**src/rtl/ddr3_dll_upd_pkg.sv**
```systemverilog
// Shared types and default timing constants for the DQSDLLB update sequencer.
package ddr3_dll_upd_pkg;

   typedef enum logic [2:0] {
      ST_IDLE     = 3'd0,
      ST_LOCKWAIT = 3'd1,
      ST_WAITACK0 = 3'd2,
      ST_REQ      = 3'd3,
      ST_UPDATE   = 3'd4,
      ST_SETTLE   = 3'd5,
      ST_READY    = 3'd6
   } state_e;

   localparam int unsigned LOCK_WAIT_DEF  = 256;
   localparam int unsigned UPD_PERIOD_DEF = 8192;
   localparam int unsigned UPD_WIDTH_DEF  = 4;
   localparam int unsigned SETTLE_DEF     = 16;
   localparam int unsigned CNT_W_DEF      = 14;

   // The controller window is considered in use from request until settle ends.
   function automatic logic is_busy(input state_e s);
      return (s == ST_REQ) || (s == ST_UPDATE) || (s == ST_SETTLE);
   endfunction

endpackage

```
**src/rtl/ddr3_dll_upd_if.sv**
```systemverilog
// Lock input, controller handshake and status signals of the DLL update sequencer.
interface ddr3_dll_upd_if;

   logic all_lock;
   logic upd_force;
   logic upd_ack;
   logic upd_req;
   logic uddcntln;
   logic dll_ready;
   logic upd_busy;
   logic lock_lost;

   modport master (
      input  all_lock, upd_force, upd_ack,
      output upd_req, uddcntln, dll_ready, upd_busy, lock_lost
   );

   modport slave (
      output all_lock, upd_force, upd_ack,
      input  upd_req, uddcntln, dll_ready, upd_busy, lock_lost
   );

endinterface

```
**src/rtl/ddr3_sync2.sv**
```systemverilog
// Two-flop synchronizer for asynchronous status inputs, resets to 0.
module ddr3_sync2 (
   input  logic clk,
   input  logic rst_n,
   input  logic d,
   output logic q
);

   logic meta;

   always_ff @(posedge clk or negedge rst_n) begin
      if (!rst_n) begin
         meta <= 1'b0;
         q    <= 1'b0;
      end else begin
         meta <= d;
         q    <= meta;
      end
   end

endmodule

```
**src/rtl/ddr3_dll_upd.sv**
```systemverilog
// Sequences initial and periodic DQSDLLB code updates inside controller-granted
// idle windows, and reports DLL readiness and lock loss.
module ddr3_dll_upd
   import ddr3_dll_upd_pkg::*;
#(
   parameter int unsigned LOCK_WAIT  = LOCK_WAIT_DEF,
   parameter int unsigned UPD_PERIOD = UPD_PERIOD_DEF,
   parameter int unsigned UPD_WIDTH  = UPD_WIDTH_DEF,
   parameter int unsigned SETTLE     = SETTLE_DEF,
   parameter int unsigned CNT_W      = CNT_W_DEF
) (
   input  logic                  sclk,
   input  logic                  reset_n,
   ddr3_dll_upd_if.master        bus
);

   localparam logic [CNT_W-1:0] LOCK_LD   = CNT_W'(LOCK_WAIT - 1);
   localparam logic [CNT_W-1:0] PERIOD_LD = CNT_W'(UPD_PERIOD - 1);
   localparam logic [CNT_W-1:0] WIDTH_LD  = CNT_W'(UPD_WIDTH - 1);
   localparam logic [CNT_W-1:0] SETTLE_LD = CNT_W'(SETTLE - 1);

   state_e           state_q, state_d;
   logic [CNT_W-1:0] cnt_q, cnt_d;
   logic             pending_q, pending_d;
   logic             req_q, req_d;
   logic             udd_q, udd_d;
   logic             rdy_q, rdy_d;
   logic             busy_q, busy_d;
   logic             lost_q, lost_d;
   logic             lock_s;
   logic             cnt_zero;

   ddr3_sync2 u_lock_sync (
      .clk   (sclk),
      .rst_n (reset_n),
      .d     (bus.all_lock),
      .q     (lock_s)
   );

   assign cnt_zero = (cnt_q == '0);

   always_ff @(posedge sclk or negedge reset_n) begin
      if (!reset_n) begin
         state_q   <= ST_IDLE;
         cnt_q     <= '0;
         pending_q <= 1'b0;
         req_q     <= 1'b0;
         udd_q     <= 1'b1;
         rdy_q     <= 1'b0;
         busy_q    <= 1'b0;
         lost_q    <= 1'b0;
      end else begin
         state_q   <= state_d;
         cnt_q     <= cnt_d;
         pending_q <= pending_d;
         req_q     <= req_d;
         udd_q     <= udd_d;
         rdy_q     <= rdy_d;
         busy_q    <= busy_d;
         lost_q    <= lost_d;
      end
   end

   always_comb begin
      state_d   = state_q;
      cnt_d     = cnt_q;
      pending_d = pending_q;
      req_d     = req_q;
      udd_d     = udd_q;
      rdy_d     = rdy_q;
      lost_d    = 1'b0;

      // Forces outside READY are remembered; the next granted update consumes them.
      if (bus.upd_force && (state_q != ST_READY)) pending_d = 1'b1;

      case (state_q)
         ST_IDLE: begin
            if (lock_s) begin
               cnt_d   = LOCK_LD;
               state_d = ST_LOCKWAIT;
            end
         end
         ST_LOCKWAIT: begin
            if (cnt_zero) state_d = ST_WAITACK0;
            else          cnt_d   = cnt_q - CNT_W'(1);
         end
         ST_WAITACK0: begin
            if (!bus.upd_ack) begin
               req_d   = 1'b1;
               state_d = ST_REQ;
            end
         end
         ST_REQ: begin
            if (bus.upd_ack) begin
               udd_d     = 1'b0;
               cnt_d     = WIDTH_LD;
               pending_d = 1'b0;
               state_d   = ST_UPDATE;
            end
         end
         ST_UPDATE: begin
            if (cnt_zero) begin
               udd_d   = 1'b1;
               cnt_d   = SETTLE_LD;
               state_d = ST_SETTLE;
            end else begin
               cnt_d = cnt_q - CNT_W'(1);
            end
         end
         ST_SETTLE: begin
            if (cnt_zero) begin
               req_d   = 1'b0;
               rdy_d   = 1'b1;
               cnt_d   = PERIOD_LD;
               state_d = ST_READY;
            end else begin
               cnt_d = cnt_q - CNT_W'(1);
            end
         end
         ST_READY: begin
            if (cnt_zero || bus.upd_force || pending_q) state_d = ST_WAITACK0;
            else                                        cnt_d   = cnt_q - CNT_W'(1);
         end
         default: state_d = ST_IDLE;
      endcase

      // Lock loss overrides every other transition, including a same-cycle grant.
      if ((state_q != ST_IDLE) && !lock_s) begin
         state_d   = ST_IDLE;
         req_d     = 1'b0;
         udd_d     = 1'b1;
         rdy_d     = 1'b0;
         pending_d = 1'b0;
         lost_d    = 1'b1;
      end

      busy_d = is_busy(state_d);
   end

   assign bus.upd_req   = req_q;
   assign bus.uddcntln  = udd_q;
   assign bus.dll_ready = rdy_q;
   assign bus.upd_busy  = busy_q;
   assign bus.lock_lost = lost_q;

endmodule

```
**src/flat_wrapper.sv**
```systemverilog
// flat-port wrapper written by rule: the top's interface ports become plain ports
module ddr3_dll_upd_flat import ddr3_dll_upd_pkg::*;
#(
   parameter int unsigned LOCK_WAIT  = LOCK_WAIT_DEF,
   parameter int unsigned UPD_PERIOD = UPD_PERIOD_DEF,
   parameter int unsigned UPD_WIDTH  = UPD_WIDTH_DEF,
   parameter int unsigned SETTLE     = SETTLE_DEF,
   parameter int unsigned CNT_W      = CNT_W_DEF
)
  (sclk, reset_n, bus_all_lock, bus_upd_force, bus_upd_ack, bus_upd_req, bus_uddcntln, bus_dll_ready, bus_upd_busy, bus_lock_lost);
  ddr3_dll_upd_if bus_i ();
  input  logic sclk;
  input  logic reset_n;
  input wire logic [$bits(bus_i.all_lock)-1:0] bus_all_lock;
  input wire logic [$bits(bus_i.upd_force)-1:0] bus_upd_force;
  input wire logic [$bits(bus_i.upd_ack)-1:0] bus_upd_ack;
  output wire logic [$bits(bus_i.upd_req)-1:0] bus_upd_req;
  output wire logic [$bits(bus_i.uddcntln)-1:0] bus_uddcntln;
  output wire logic [$bits(bus_i.dll_ready)-1:0] bus_dll_ready;
  output wire logic [$bits(bus_i.upd_busy)-1:0] bus_upd_busy;
  output wire logic [$bits(bus_i.lock_lost)-1:0] bus_lock_lost;
  assign bus_i.all_lock = bus_all_lock;
  assign bus_i.upd_force = bus_upd_force;
  assign bus_i.upd_ack = bus_upd_ack;
  assign bus_upd_req = bus_i.upd_req;
  assign bus_uddcntln = bus_i.uddcntln;
  assign bus_dll_ready = bus_i.dll_ready;
  assign bus_upd_busy = bus_i.upd_busy;
  assign bus_lock_lost = bus_i.lock_lost;
  ddr3_dll_upd #(.LOCK_WAIT(LOCK_WAIT), .UPD_PERIOD(UPD_PERIOD), .UPD_WIDTH(UPD_WIDTH), .SETTLE(SETTLE), .CNT_W(CNT_W)) u_core (.sclk(sclk), .reset_n(reset_n), .bus(bus_i));
endmodule
```
**config.mk**
```make
export PLATFORM = sky130hd
export DESIGN_NAME = ddr3_dll_upd_flat
export DESIGN_NICKNAME = d
export VERILOG_FILES = /design/src/rtl/ddr3_dll_upd_pkg.sv /design/src/rtl/ddr3_dll_upd_if.sv /design/src/rtl/ddr3_sync2.sv /design/src/rtl/ddr3_dll_upd.sv /design/src/flat_wrapper.sv
export SDC_FILE = /design/constraint.sdc
export NUM_CORES = 1
export LEC_CHECK = 0
export BUFFER_PORTS_ARGS = -buffer_cell sky130_fd_sc_hd__buf_2
export CAP_MARGIN = 20
export CORE_MARGIN = 2
export CORE_UTILIZATION = 43
export CTS_BUF_LIST = sky130_fd_sc_hd__clkbuf_4 sky130_fd_sc_hd__clkbuf_8
export CTS_CLUSTER_SIZE = 28
export DETAILED_ROUTE_END_ITERATION = 8
export PLACE_DENSITY_LB_ADDON = 0.15
export SLEW_MARGIN = 30
export SYNTH_ARGS = -nofsm -noshare
export SYNTH_HDL_FRONTEND = slang
export SYNTH_SLANG_ARGS = --single-unit
export TNS_END_PERCENT = 5
```
**constraint.sdc**
```tcl
create_clock -name sclk -period 4.4 [get_ports sclk]
set_input_delay 0.44 -clock sclk [delete_from_list [all_inputs] [get_ports sclk]]
set_output_delay 0.44 -clock sclk [all_outputs]
set_load 0.01 [all_outputs]
```
==> results.cfg, run 1 <==
[run_status]
status = finished clean

[synth]
synth_top_area_share = 0.382
synth.area.top_cells = dfrtp_1 38%, a21oi_1 5.1%, nor2_1 4.5%
yosysSeqAreaShare = 0.398
synthDistinctLibCells = 48
postSynthRegisterBits = 25
async_reset_ff_frac = 1.00
syn_nets = 183
synthesis.area_per_instance_um2 = 8.94
synth_area_um2 = 1570
yosys.cell_count.top_type = dfrtp_1
synth.top_cells.by_count = 24 x dfrtp_1, 19 x nor2_1, 16 x a21oi_1, 13 x nand2_1, 9 x o21ai_0
count_of_flip_flops_with_a_built_in_enable_after_synthesis = 0
post_synth_inst_count = 176
ys_dominant_reg_cell = dfrtp_1
post-synth-top-area-cell = dfrtp_1
yosysWarnings = 0

[placement]
dpl.cell_count = 224
detailed_place_hpwl_mm = 2.55
place_area_um2 = 1640
gp_routability_congestion = 0.878
port_buffers = 9

[clocking]
cts.repair.resized = 0
cts-htree-levels = 1
clock_insertion_delay_worst_skew_ns = 0.33
cts-buffers-inserted = 3
post-cts-setup-buffers = 0
clock_buffer_depth = 2
cts.sinks = 25
tritoncts = built
clk_root_buffer_cell = clkbuf_4
clkSlewWorstSetupHoldPaths_ns = 0.15
post_cts_hold_buffer_count = 0

[drt]
finalWirelength_mm = 3.52
avg_vias_per_cell = 6.04
route.antenna.remaining_nets = 0
dr.first_iter.drc_count = 75
drt_pre_antenna_iters = 4
drt-wirelength-per-cell_um = 15.4
drc = 0
dr_total_vias = 1376

[timing]
clock_skew_ns = 0.00324
final.period_utilization = 0.553
setup_tns_ns = 0
grt_setup_unrepaired = false
hold_violations = 0
final.min_clock_period_ns = 2.43
setup_viol_count_final = 0
tightestPinTransition_ns = 0.764
maxSlewViolCount = 0
maxSlewHeadroom = 0.490
fmax_mhz = 411

[worst_setup_path]
cp-start-kind = register
crit_arrival_ns = 2.70
timing.reg2reg.worst_path_depth = 7
timing.setup.critical_path_class = reg -> reg
timing.critical_path.cells = inv_1 -> ha_1 -> nor3b_1 -> nand2_1 -> o31ai_1 -> a21oi_1 -> o2bb2ai_1
critical_path.endpoint_type = register
reg2reg_slack_ns = 1.97
cp_slowest_cell = nor3b_1
reg_to_reg_startpoint = u_core.cnt_q[0]
cp_max_fo = 6
cp_slowest_stage_delay_ns = 0.65
timing.critical_path.required_ns = 4.67
worst_r2r_endpoint = u_core.cnt_q[8]

[pwr]
seq_power_share = 0.602
power_leakage_uw = 0.000659
power_report.internal_total_uw = 301
switching_share = 0.309
share_comb_of_total_power = 0.138
finalPower_uw = 435
clockPowerShare = 0.260
power_density_nw_per_um2 = 260
irDropWorstVdd_mv = 0.136
switching_power_uw = 135

[grt]
grt_max_degree = 26
antenna_found_initial = 0
via_count_of_the_first_global_routing_pass = 1289
grt_pass1_wl_mm = 6.24
global_route.overflow_total = 0
grtUsageTotal = 0.189

[job]
max-cap-violations = 0

[finish]
antennaDiodeCount = 0
syn_to_final_growth_pct = 6.20
final_cell_area_um2 = 1670
post_layout_nonfiller_instances = 228
layout-drive-gt1-share = 0.137
layout.nets = 190
fill_cells = 331

[die]
die_x_um = 64.5
dieArea_um2 = 4160
design.core.area_um2 = 3420
fp.dieH_um = 64.5
initial_utilization = 0.461
io-pin-count = 10
fp-row-count = 21

[hold_path]
timing.hold.worst.class = in -> async
-- placed cells by master, fill, tap and decap left out, types with 3 or more instances in the layout --
cell type and count:
dfrtp_1 24, nor2_1 19, a21oi_1 16, nand2_1 13, o21ai_0 9, buf_2 9, inv_1 8, a22oi_1 7
nor2b_1 6, nor3_1 5, o22ai_1 4, or3_1 3, o41ai_1 3, nand4_1 3, and3_1 3, nand2b_1 3
nand3_1 3, o2bb2ai_1 3, clkbuf_4 3
-- stage by stage --
stage / worst slack [ns] / utilization / hold slack (ns)
2_1_floorplan: 2.53 / - / 0.144
3_3_place_gp: 2.02 / 0.481 / 0.333
3_5_place_dp: 2.01 / 0.481 / 0.335
4_1_cts: 1.97 / 0.489 / 0.0929
5_1_grt: 1.72 / 0.489 / 0.116
6_report: 1.97 / 0.489 / 0.0709
-- per-layer routing --
metal	vias to the layer above	wire (um)	track usage
li1	676	-	-
met1	663	1700	0.275
met2	32	1640	0.289
met3	5	135	0.0278
met4	0	44	0.0585
met5	-	0	0
-- critical path, delay by kind of cell (launching register included) --
| family | cells | cell delay (ns) |
|---|---|---|
| flip-flops | 1 | 0.45 |
| AND/OR/NAND/NOR | 2 | 0.89 |
| AO/OA/AOI/OAI | 3 | 0.75 |
| adder cells (fa/ha/maj) | 1 | 0.18 |
| buffers and inverters | 1 | 0.10 |
-- kinds of logic after synthesis --
kind of cell | count (synthesis) | share of synthesized area
adders and majority gates | 2 | 0.0159
AOI/OAI and AO/OA | 62 | 0.271
buffers and inverters | 15 | 0.0413
DFF | 25 | 0.398
and+or+nand+nor | 72 | 0.273
-- worst max path at each step --
| stage | startpoint | end | slack, ns |
|---|---|---|---|
| global placement | u_core.cnt_q[0] | u_core.cnt_q[8] | 2.02 |
| finish | u_core.cnt_q[0] | u_core.cnt_q[8] | 1.97 |
| detailed placement | u_core.cnt_q[0] | u_core.cnt_q[8] | 2.01 |
| floorplan | u_core.cnt_q[0] | u_core.cnt_q[12] | 2.53 |
| global route | u_core.cnt_q[0] | u_core.cnt_q[12] | 1.72 |
| CTS | u_core.cnt_q[0] | u_core.cnt_q[8] | 1.97 |
-- final cells by class --
class	count	area, um^2	share of cell area
repair buffers	9	45.0	0.0269
clock buffers	3	22.5	0.0135
inverters	8	30.0	0.0180
clock inverters	1	7.51	0.00449
well taps	46	57.6	0.0344
flip-flops and latches	25	627	0.375
multi-input cells	136	882	0.528
-- sequential cells by signal, summed over array words and instances (netlist names) --
| register | cells |
|---|---|
| u_core.pending_q | 1 |
| u_core.u_lock_sync.meta | 1 |
| u_core.cnt_q | 14 |
| u_core.bus.lock_lost | 1 |
| u_core.u_lock_sync.q | 1 |
| u_core.bus.upd_req | 1 |
| u_core.bus.dll_ready | 1 |
| u_core.bus.upd_busy | 1 |
| u_core.bus.uddcntln | 1 |
| u_core.state_q | 3 |
-- power groups by stage --
| stage | sequential (uW) | clock (uW) | combinational [uW] |
|---|---|---|---|
| 5_1_grt | 265 | 123 | 69.8 |
| 2_1_floorplan | 262 | 0 | 44.5 |
| 3_3_place_gp | 266 | 0 | 59.0 |
| 3_5_place_dp | 267 | 0 | 60.6 |
| 6_report | 262 | 113 | 60.1 |
| 4_1_cts | 262 | 116 | 60.9 |
(Power assumes the default switching activity.)
==> inputs of run 2 (changes only) <==
- clock period: 4.4 -> 2.2 ns (I/O delays scaled with it)
==> results.cfg, run 2 (synthesized netlist as in run 1, its figures left out) <==
[timing]
min_hold_slack_ns = 0.200
grt_setup_unrepaired = false
final.period_utilization = 0.983
setup_viol_count_final = 0
clock_skew_ns = 0.00972
final.min_clock_period_ns = 2.16
tightestPinTransition_ns = 0.551
maxSlewViolCount = 0
setup_tns_ns = 0
fmax_mhz = 463
maxSlewHeadroom = 0.633
hold_violations = 0

[drt]
drc = 0
avg_vias_per_cell = 6.11
drt-wirelength-per-cell_um = 15.7
dr_total_vias = 1455
route.antenna.remaining_nets = 0
finalWirelength_mm = 3.75
dr.first_iter.drc_count = 66
drt_pre_antenna_iters = 4

[finish]
layout.nets = 200
syn_to_final_growth_pct = 12.4
top_register = u_core.cnt_q
fraction_of_the_core_area_covered_by_cells_at_the_end_of_the_flow = 0.518
largest_reg_flops = 14
final_cell_mix = 24 x dfrtp_1, 19 x nor2_1, 16 x a21oi_1
top_regs = u_core.cnt_q: 14 flops, u_core.state_q: 3 flops
layout-drive-gt1-share = 0.172
antennaDiodeCount = 0
leading_cell_type_in_the_layout_fill_and_taps_excluded = dfrtp_1

[worst_setup_path]
cp.buffers_inverters = 0
timing.reg2reg.worst_path_depth = 5
cp-start-kind = register
cp_slowest_cell = nor4_1
critical_path.endpoint_type = register
cp_slowest_stage_delay_ns = 0.52
timing.setup.critical_path_class = reg -> reg
cp_max_fo = 8
timing.critical_path.cells = nor4_1 -> and4_2 -> o22ai_4 -> a2111oi_1 -> a211oi_1
critical_path_cell_count = 5
timing.critical_path.required_ns = 2.39
crit_arrival_ns = 2.35
timing.critical_path.max_delay_family = simple AND/OR/NAND/NOR gates

[die]
fp.dieH_um = 64.5
dieArea_um2 = 4160
fp-row-count = 21
initial_utilization = 0.461
die_x_um = 64.5
io-pin-count = 10
design.core.area_um2 = 3420

[pwr]
power_density_nw_per_um2 = 494
share_comb_of_total_power = 0.151
clockPowerShare = 0.251
power_report.internal_total_uw = 606
switching_power_uw = 268
seq_power_share = 0.598
switching_share = 0.307
power_leakage_uw = 0.000709
irDropWorstVdd_mv = 0.303

[grt]
grt_pass1_wl_mm = 6.42
global_route.overflow_total = 0
antenna_found_initial = 0
grt_max_degree = 26
grtUsageTotal = 0.196
via_count_of_the_first_global_routing_pass = 1403

[run_status]
status = finished clean

[clocking]
clkSlewWorstSetupHoldPaths_ns = 0.15
cts.sinks = 25
cts-htree-levels = 1
clock_insertion_delay_worst_skew_ns = 0.33
clk_root_buffer_cell = clkbuf_4
cts-buffers-inserted = 3
clock_buffer_depth = 2
tritoncts = built

[placement]
port_buffers = 9
gp_routability_congestion = 0.942
detailed_place_hpwl_mm = 2.70

[job]
max-cap-violations = 0

[hold_path]
timing.hold.worst.class = in -> reg
hold_path_depth = 4
-- run 2: changes by cell type in the layout (fill, tap and decap cells not counted) --
cell and change:
a2111oi_0 -2, a2111oi_1 +2, a21oi_2 -1, a21oi_4 +1
buf_4 +8, dlygate4sd3_1 +2, o22a_2 -1, o22a_4 +1
-- run 2: final timing paths --
| path | endpoint | startpoint | slack (ns) |
|---|---|---|---|
| setup / recovery | u_core.cnt_q[5] | u_core.cnt_q[10] | 0.04 |
| hold / removal | u_core.state_q[2] | bus_upd_force | 0.20 |
| setup reg to reg | u_core.cnt_q[5] | u_core.cnt_q[10] | 0.04 |
| hold reg to reg | u_core.u_lock_sync.q | u_core.u_lock_sync.meta | 0.37 |
| max in group asynchronous | u_core.bus.uddcntln | reset_n | 1.45 |
| min in group asynchronous | u_core.cnt_q[3] | reset_n | 0.38 |
-- run 2: repair_timing --
item / 4_1_cts / 5_1_grt
hold buffers: 2 / 0
setup endpoints to repair: 0 / 8
setup buffers: 0 / 2
endpoints found under the hold margin: 25 / 0
gates resized for setup: 0 / 4
-- run 2: per-stage QoR --
step	total power (uW)	instances	setup WS [ns]	area, um^2
floorplan	613	176	0.331	1570
global route	926	238	0.00159	1770
global placement	650	230	0.217	1690
detailed placement	658	230	0.0930	1690
CTS	878	236	0.0742	1740
finish	875	238	0.0380	1770
-- run 2: power by group through the flow --
stage	clock network [uW]	logic [uW]	registers, uW
6_report	220	132	523
5_1_grt	249	148	529
4_1_cts	225	129	523
3_5_place_dp	0	126	532
3_3_place_gp	0	122	529
2_1_floorplan	0	89.1	524
-- run 2: layer usage --
layer / track usage / part of all wire / up-vias
met1: 0.275 / 0.48 / 712
met3: 0.0330 / 0.026 / 2
met2: 0.309 / 0.49 / 36
met4: 0.0665 / 0.0027 / 0
li1: - / - / 705
met5: 0 / 0 / -
-- run 2: layout make-up --
cell class                 instances  area [um^2]
multi-input combinational        136          900
tap                               46         57.6
sequential                        25          627
fill                             345         1650
inverter                           8         30.0
clock buffer                       3         22.5
clock inverter                     1         7.51
timing repair buffer              19          125
-- run 2: tightest hold or removal path, delay by kind of cell --
kind | cells | cell delay, ns
compound gates | 2 | 0.13
simple gates | 1 | 0.06
buf+inv | 1 | 0.10
==> inputs of run 3 (changes only) <==
- CORE_MARGIN: 2 -> 1
==> results.cfg, run 3 (synthesized netlist as in run 1, its figures left out) <==
[clocking]
cts-buffers-inserted = 3
cts-htree-levels = 1
tritoncts = built
clkSlewWorstSetupHoldPaths_ns = 0.15
clk_root_buffer_cell = clkbuf_4
clock_buffer_depth = 2
cts.sinks = 25
clock_insertion_delay_worst_skew_ns = 0.33

[finish]
antennaDiodeCount = 0
top_regs = u_core.cnt_q: 14 flops, u_core.state_q: 3 flops
top_register = u_core.cnt_q
leading_cell_type_in_the_layout_fill_and_taps_excluded = dfrtp_1
final_cell_area_um2 = 1770
layout-drive-gt1-share = 0.176
final_cell_mix = 24 x dfrtp_1, 19 x nor2_1, 16 x a21oi_1
syn_to_final_growth_pct = 12.2
largest_reg_flops = 14
layout.nets = 201

[placement]
port_buffers = 9
gp_routability_congestion = 0.922
place_area_um2 = 1690
detailedPlace.worstSlack_ns = 0.119
detailed_place_hpwl_mm = 2.64

[timing]
hold_violations = 0
setup_ws_ns = 0.124
fmax_mhz = 482
grt_setup_unrepaired = true
tightestPinTransition_ns = 0.563
clock_skew_ns = 0.00452
maxSlewHeadroom = 0.625
setup_viol_count_final = 0
maxSlewViolCount = 0
setup_tns_ns = 0
final.min_clock_period_ns = 2.08
final.period_utilization = 0.944

[die]
initial_utilization = 0.461
die_x_um = 62.5
fp.dieH_um = 62.5
design.core.area_um2 = 3420
dieArea_um2 = 3910
io-pin-count = 10
fp-row-count = 21

[worst_setup_path]
crit_arrival_ns = 2.36
timing.setup.critical_path_class = reg -> reg
cp_max_fo = 5
reg2reg_slack_ns = 0.12
cp_slowest_stage_delay_ns = 0.45
setup.worst_path.end = u_core.cnt_q[3]
timing.critical_path.required_ns = 2.48
worst_r2r_endpoint = u_core.cnt_q[3]
timing.reg2reg.worst_path_depth = 8
timing.critical_path.cells = inv_1 -> ha_1 -> nor4b_4 -> nand4_1 -> buf_4 -> a22oi_1 -> o21a_1 -> o22a_1
cp_slowest_cell = dfrtp_1
critical_path.endpoint_type = register
critical_path_source = u_core.cnt_q[0]
reg_to_reg_startpoint = u_core.cnt_q[0]
cp-start-kind = register

[pwr]
irDropWorstVdd_mv = 0.293
share_comb_of_total_power = 0.146
seq_power_share = 0.596
switching_share = 0.309
power_leakage_uw = 0.000713
switching_power_uw = 271
finalPower_uw = 877
clockPowerShare = 0.258
power_density_nw_per_um2 = 496
power_report.internal_total_uw = 606

[grt]
grt_max_degree = 26
antenna_found_initial = 0
via_count_of_the_first_global_routing_pass = 1298
grt_pass1_wl_mm = 6.07
global_route.overflow_total = 0
grtUsageTotal = 0.193

[run_status]
status = finished clean

[drt]
finalWirelength_mm = 3.63
drt-wirelength-per-cell_um = 15.2
drc = 0
dr_total_vias = 1426
drt_pre_antenna_iters = 4
route.antenna.remaining_nets = 0
avg_vias_per_cell = 5.97
dr.first_iter.drc_count = 106

[hold_path]
timing.hold.worst.class = in -> reg

[job]
max-cap-violations = 0
-- run 3: cell count changes in the layout (fill, tap and decap cells not counted) --
cell / previous run / this run
a2111oi_0: 0 / 2
a2111oi_1: 2 / 0
a21oi_2: 0 / 1
a21oi_4: 1 / 0
buf_4: 8 / 9
-- run 3: critical path, delay by kind of cell (launching register included) --
kind	cells	cell delay [ns]
AOI/OAI and AO/OA	3	0.63
and+or+nand+nor	2	0.50
DFF	1	0.45
buffers and inverters	2	0.30
adders and majority gates	1	0.14
-- run 3: stage by stage --
stage / hold WS [ns] / instances / util
finish: 0.187 / 239 / 0.517
global route: 0.193 / 239 / 0.517
CTS: 0.193 / 236 / 0.508
detailed placement: 0.251 / 230 / 0.494
global placement: 0.240 / 230 / 0.494
floorplan: -0.0756 / 176 / -
-- run 3: how the worst min path moves through the flow --
stage                       start              endpoint  depth (start not counted)
floorplan                 reset_n  u_core.bus.dll_ready                          0
global placement          reset_n      u_core.cnt_q[13]                          1
detailed placement        reset_n      u_core.cnt_q[13]                          1
CTS                 bus_upd_force     u_core.state_q[2]                          4
global route        bus_upd_force     u_core.state_q[2]                          4
finish              bus_upd_force     u_core.state_q[2]                          4
-- run 3: final cells by class --
type / count / area [um^2]
well taps: 46 / 57.6
fillers: 336 / 1650
inverters: 8 / 30.0
flip-flops and latches: 25 / 627
multi-input cells: 136 / 890
clock buffers: 3 / 22.5
repair buffers: 20 / 133
clock inverters: 1 / 7.51
-- run 3: layer usage --
metal | up-vias | global-route usage | part of all wire | wire length (um)
li1 | 703 | - | - | -
met1 | 693 | 0.270 | 0.48 | 1740
met2 | 24 | 0.310 | 0.48 | 1730
met3 | 6 | 0.0255 | 0.028 | 103
met4 | 0 | 0.0581 | 0.014 | 51
met5 | - | 0 | 0 | 0
-- run 3: what timing repair did --
action / 4_1_cts / 5_1_grt
buffers inserted: 0 / 3
hold endpoints to repair: 25 / 0
setup endpoints to repair: 0 / 10
resized for setup: 0 / 1
hold buffers: 2 / 0
-- run 3: power by group through the flow --
stage	Clock [uW]	Sequential [uW]	Combinational, uW
3_5_place_dp	0	531	125
6_report	226	522	128
3_3_place_gp	0	528	121
4_1_cts	231	522	128
5_1_grt	255	527	145
2_1_floorplan	0	524	89.1
